`src/rtl/debounce_pulse.sv`:
```
// debounce_pulse: push-button debouncer that emits a one-cycle toggle request.
//
// The raw button is synchronized with two flops. A four-state FSM then qualifies
// each level change. A new level is accepted only after DEBOUNCE_CYCLES
// consecutive synchronized samples agree. An accepted press produces a
// one-cycle enable pulse.
//
// Optional feature: define RELEASE_PULSE_EN to pulse enable on an accepted
// release as well. The downstream toggle flop then changes on press and again
// on release. With the macro undefined, only presses pulse.
//
// Parameters:
//   DEBOUNCE_CYCLES - consecutive stable samples needed to accept a change (2..255)
//   CNT_W           - width of the stability counter
//
// Ports:
//   clk    in  system clock, rising edge
//   reset  in  asynchronous active-low reset
//   btn    in  raw asynchronous button level
//   enable out one-cycle toggle-request pulse
//   level  out debounced button level
//   busy   out high while a candidate change is being qualified
//
// state     | meaning
// ----------+-----------------------------------------------
// IDLE      | stable low
// WAIT_HIGH | btn_s high, counting stable high samples
// HIGH      | stable high
// WAIT_LOW  | btn_s low, counting stable low samples

module debounce_pulse #(
  parameter int DEBOUNCE_CYCLES = 4,
  parameter int CNT_W           = 8
) (
  input  logic clk,
  input  logic reset,
  input  logic btn,
  output logic enable,
  output logic level,
  output logic busy
);

  typedef enum logic [1:0] {
    IDLE      = 2'd0,
    WAIT_HIGH = 2'd1,
    HIGH      = 2'd2,
    WAIT_LOW  = 2'd3
  } state_t;

`ifdef RELEASE_PULSE_EN
  localparam logic RELEASE_PULSE = 1'b1;
`else
  localparam logic RELEASE_PULSE = 1'b0;
`endif

  localparam logic [CNT_W-1:0] CNT_LAST = CNT_W'(DEBOUNCE_CYCLES - 1);
  localparam logic [CNT_W-1:0] CNT_ONE  = CNT_W'(1);

  logic           sync_1;
  logic           btn_s;
  state_t         state;
  state_t         state_d;
  logic [CNT_W-1:0] cnt;
  logic [CNT_W-1:0] cnt_d;
  logic           enable_d;
  logic           level_d;
  logic           busy_d;

  always_ff @(posedge clk or negedge reset) begin
    if (!reset) begin
      sync_1 <= 1'b0;
      btn_s  <= 1'b0;
      state  <= IDLE;
      cnt    <= '0;
      enable <= 1'b0;
      level  <= 1'b0;
      busy   <= 1'b0;
    end else begin
      sync_1 <= btn;
      btn_s  <= sync_1;
      state  <= state_d;
      cnt    <= cnt_d;
      enable <= enable_d;
      level  <= level_d;
      busy   <= busy_d;
    end
  end

  // The outputs are registered copies of values derived from the next state.
  // level and busy therefore change on the same edge as the state itself.
  always_comb begin
    state_d  = state;
    cnt_d    = cnt;
    enable_d = 1'b0;

    case (state)
      IDLE: begin
        if (btn_s) begin
          state_d = WAIT_HIGH;
          cnt_d   = CNT_ONE;
        end else begin
          cnt_d   = '0;
        end
      end

      WAIT_HIGH: begin
        if (!btn_s) begin
          state_d = IDLE;
          cnt_d   = '0;
        end else if (cnt >= CNT_LAST) begin
          state_d  = HIGH;
          cnt_d    = '0;
          enable_d = 1'b1;
        end else begin
          cnt_d = cnt + CNT_ONE;
        end
      end

      HIGH: begin
        if (!btn_s) begin
          state_d = WAIT_LOW;
          cnt_d   = CNT_ONE;
        end else begin
          cnt_d   = '0;
        end
      end

      WAIT_LOW: begin
        if (btn_s) begin
          state_d = HIGH;
          cnt_d   = '0;
        end else if (cnt >= CNT_LAST) begin
          state_d  = IDLE;
          cnt_d    = '0;
          enable_d = RELEASE_PULSE;
        end else begin
          cnt_d = cnt + CNT_ONE;
        end
      end

      default: begin
        state_d = IDLE;
        cnt_d   = '0;
      end
    endcase

    level_d = (state_d == HIGH) || (state_d == WAIT_LOW);
    busy_d  = (state_d == WAIT_HIGH) || (state_d == WAIT_LOW);
  end

endmodule

```
`config.mk`:
```
export PLATFORM = sky130hd
export DESIGN_NAME = debounce_pulse
export DESIGN_NICKNAME = d
export VERILOG_FILES = /design/src/rtl/debounce_pulse.sv
export SDC_FILE = /design/constraint.sdc
export NUM_CORES = 1
export LEC_CHECK = 0
export ABC_AREA = 1
export CAP_MARGIN = 30
export CORE_AREA = 5 5 42 44
export DETAILED_ROUTE_END_ITERATION = 6
export DIE_AREA = 0 0 47 49
export SLEW_MARGIN = 20
export SYNTH_ARGS = -nofsm -noshare
export SYNTH_HDL_FRONTEND = slang
export SYNTH_SLANG_ARGS = --single-unit
```
`constraint.sdc`:
```
create_clock -name clk -period 1.3 [get_ports clk]
set_input_delay 0.325 -clock clk [delete_from_list [all_inputs] [get_ports clk]]
set_output_delay 0.325 -clock clk [all_outputs]
set_load 0.02 [all_outputs]
```
==> flow_summary.yaml <==
status:
  status: "complete, no violations"
pwr:
  peakVddDrop_v: 0.0008502
  p_leak_uw: 0.0003243
  power_density_nw_per_um2: 1868
clock_tree:
  cts_max_level: 1
  cts_sinks: 14
  insertion_delay_ps: 270
  hold_buffers: 0
  cts_root_buf: "clkbuf_4"
  path_clk_slew_ps: 70
  cts_buffer_depth: 2
  numCtsBuffers: 3
  postCtsSetupBuffers: 0
  cts_tree: "done"
worst_setup_path:
  cp_max_fo: 1
  path_delay_family: "flip-flops"
  crit_path_max_incr_delay_ps: 370
  critPathKind: "flop to output pin"
  cp_cell_sequence: "clkdlybuf4s15_1"
  crit_arrival_ps: 920
  path_buf_inv: 1
  start_kind: "flop"
  endpoint_kind: "output pin"
  crit_slowest_cell: "dfrtp_1"
  cp.required_ps: 980
drt:
  antenna_left: 0
  viasPerCell: 4.054
  wl_microns: 599
  first_pass_iters: 1
  dr.first_iter.drc_count: 0
  vias: 300
  post_drt_wl_per_cell_microns: 8.095
  drc: 0
final_layout:
  register_area_sq_um: 350.3
  fin_util_pct: 43.57
  final_nets: 63
  layout_common_cells: "14 x dfrtp_1, 8 x nand2_1, 7 x nor2_1"
  syn_to_final_growth_pct: 27.08
  layout_commonest_cell: "dfrtp_1"
  multiInputGateArea_sq_um: 126.4
  fillerInstances: 141
  final_layout_size_suffix_gt1_share_pct: 18.97
  diodes: 0
synthesis:
  ys_warn_count: 0
  ys_types: 11
  syn_area_per_cell_sq_um: 11.44
  postSynthCellCount: 42
  syn_area_sq_um: 480.5
  seq_area_frac_synth_pct: 72.92
  ys_ff_latch: 14
global_routing:
  grt_pass1_vias: 308
  antenna_found_initial: 0
  grt_pass1_wl_microns: 1131
  grt_util_all_layers_pct: 7.174
  overflow: 0
  grt_max_degree: 15
worst_hold_path:
  hold_class: "input port to async pin"
timing:
  slew_viol_final: 0
  tns_ps: 0
  rsz0062_at_grt: "false"
  max_freq_ghz: 0.8047
  clock_skew_ps: 1.159
  finalCriticalPeriod_ps: 1243
  timing.final.crit_share_pct: 95.60
  hold_viol: 0
  setup_viol: 0
floorplanning:
  die_h_microns: 49
  row_count: 14
  start_util_pct: 34.29
  die_x_microns: 47
  coreArea_sq_um: 1401
  die_area_sq_um: 2303
  io_pins: 6
placed_design:
  port_buffers: 5
  place.gp.congestion: 0.6093
  dp_hpwl_microns: 496.2
run:
  maxCapViolations: 0
[metal layers]
metal | GRT usage [%] | vias to the layer above | part of all wire, %
met3 | 2.214 | 2 | 6.5
met5 | 0 | - | 0
met1 | 7.226 | 145 | 37
li1 | - | 149 | -
met4 | 5.530 | 0 | 1.5
met2 | 11.54 | 4 | 55
[Yosys cell counts (all sizes together)]
| master | count | area, sq um |
|---|---|---|
| o21ai | 1 | 8.760 |
| dfrtp | 14 | 350.3 |
| xor2 | 1 | 8.760 |
| conb | 1 | 3.750 |
| ha | 1 | 12.51 |
| inv | 6 | 22.52 |
| nand3 | 1 | 5.000 |
| nor2 | 8 | 32.54 |
| nand2 | 9 | 36.29 |
[cell families (layout without fill, tap and decap cells)]
logic type               after synthesis  in the layout  synth area share (%)
buffers and inverters                  6             17                 4.687
AO/OA/AOI/OAI                          1              1                 1.823
other                                  1              6                0.7805
adder cells (fa/ha/maj)                1              1                 2.604
AND/OR/NAND/NOR                       18             18                 15.37
flip-flops                            14             14                 72.92
XOR/XNOR                               1              1                 1.823
[final timing paths]
path	from	to	slack [ps]	depth (start not counted)
max	level	level	60	1
min	reset	level	350	2
max reg2reg	cnt[0]	state[1]	150	7
min reg2reg	sync_1	btn_s	350	0
max in group asynchronous	reset	state[1]	790	2
min in group clk	sync_1	btn_s	350	0
[repair_timing]
action                                 CTS  global route
endpoints found under the hold margin    0             0
resized for setup                        5             3
setup endpoints to repair                3             3
[per-stage QoR]
stage / total power, uW / std cells / hold WS, ps / cell area [sq um] / setup slack [ps]
floorplan: 746.9 / 47 / 29.41 / 499.2 / 255.8
detailed placement: 897.9 / 70 / 337.3 / 584.3 / 47.90
global placement: 877.2 / 70 / 333.1 / 584.3 / 59.35
CTS: 1179 / 74 / 343.2 / 619.3 / 3.811
global route: 1231 / 74 / 370.3 / 610.6 / 11.47
finish: 1141 / 74 / 350.5 / 610.6 / 57.25
[state kept, by name (all words and copies together) (netlist names)]
register	cells
state	1
sync_1	1
level	1
cnt	8
enable	1
btn_s	1
busy	1
[where the power goes]
part	internal (uW)	switching [uW]	total (uW)
clock	170	123	293
sequential	514	38.7	553
combinational	116	179	295
[layout make-up]
class | count | area share, %
flip-flops and latches | 14 | 57.38
clock buffers | 4 | 5.943
inverters | 6 | 3.689
multi-input cells | 27 | 20.70
repair buffers | 7 | 9.016
well taps | 16 | 3.279
Note: power is estimated with default switching activity, not from simulation.
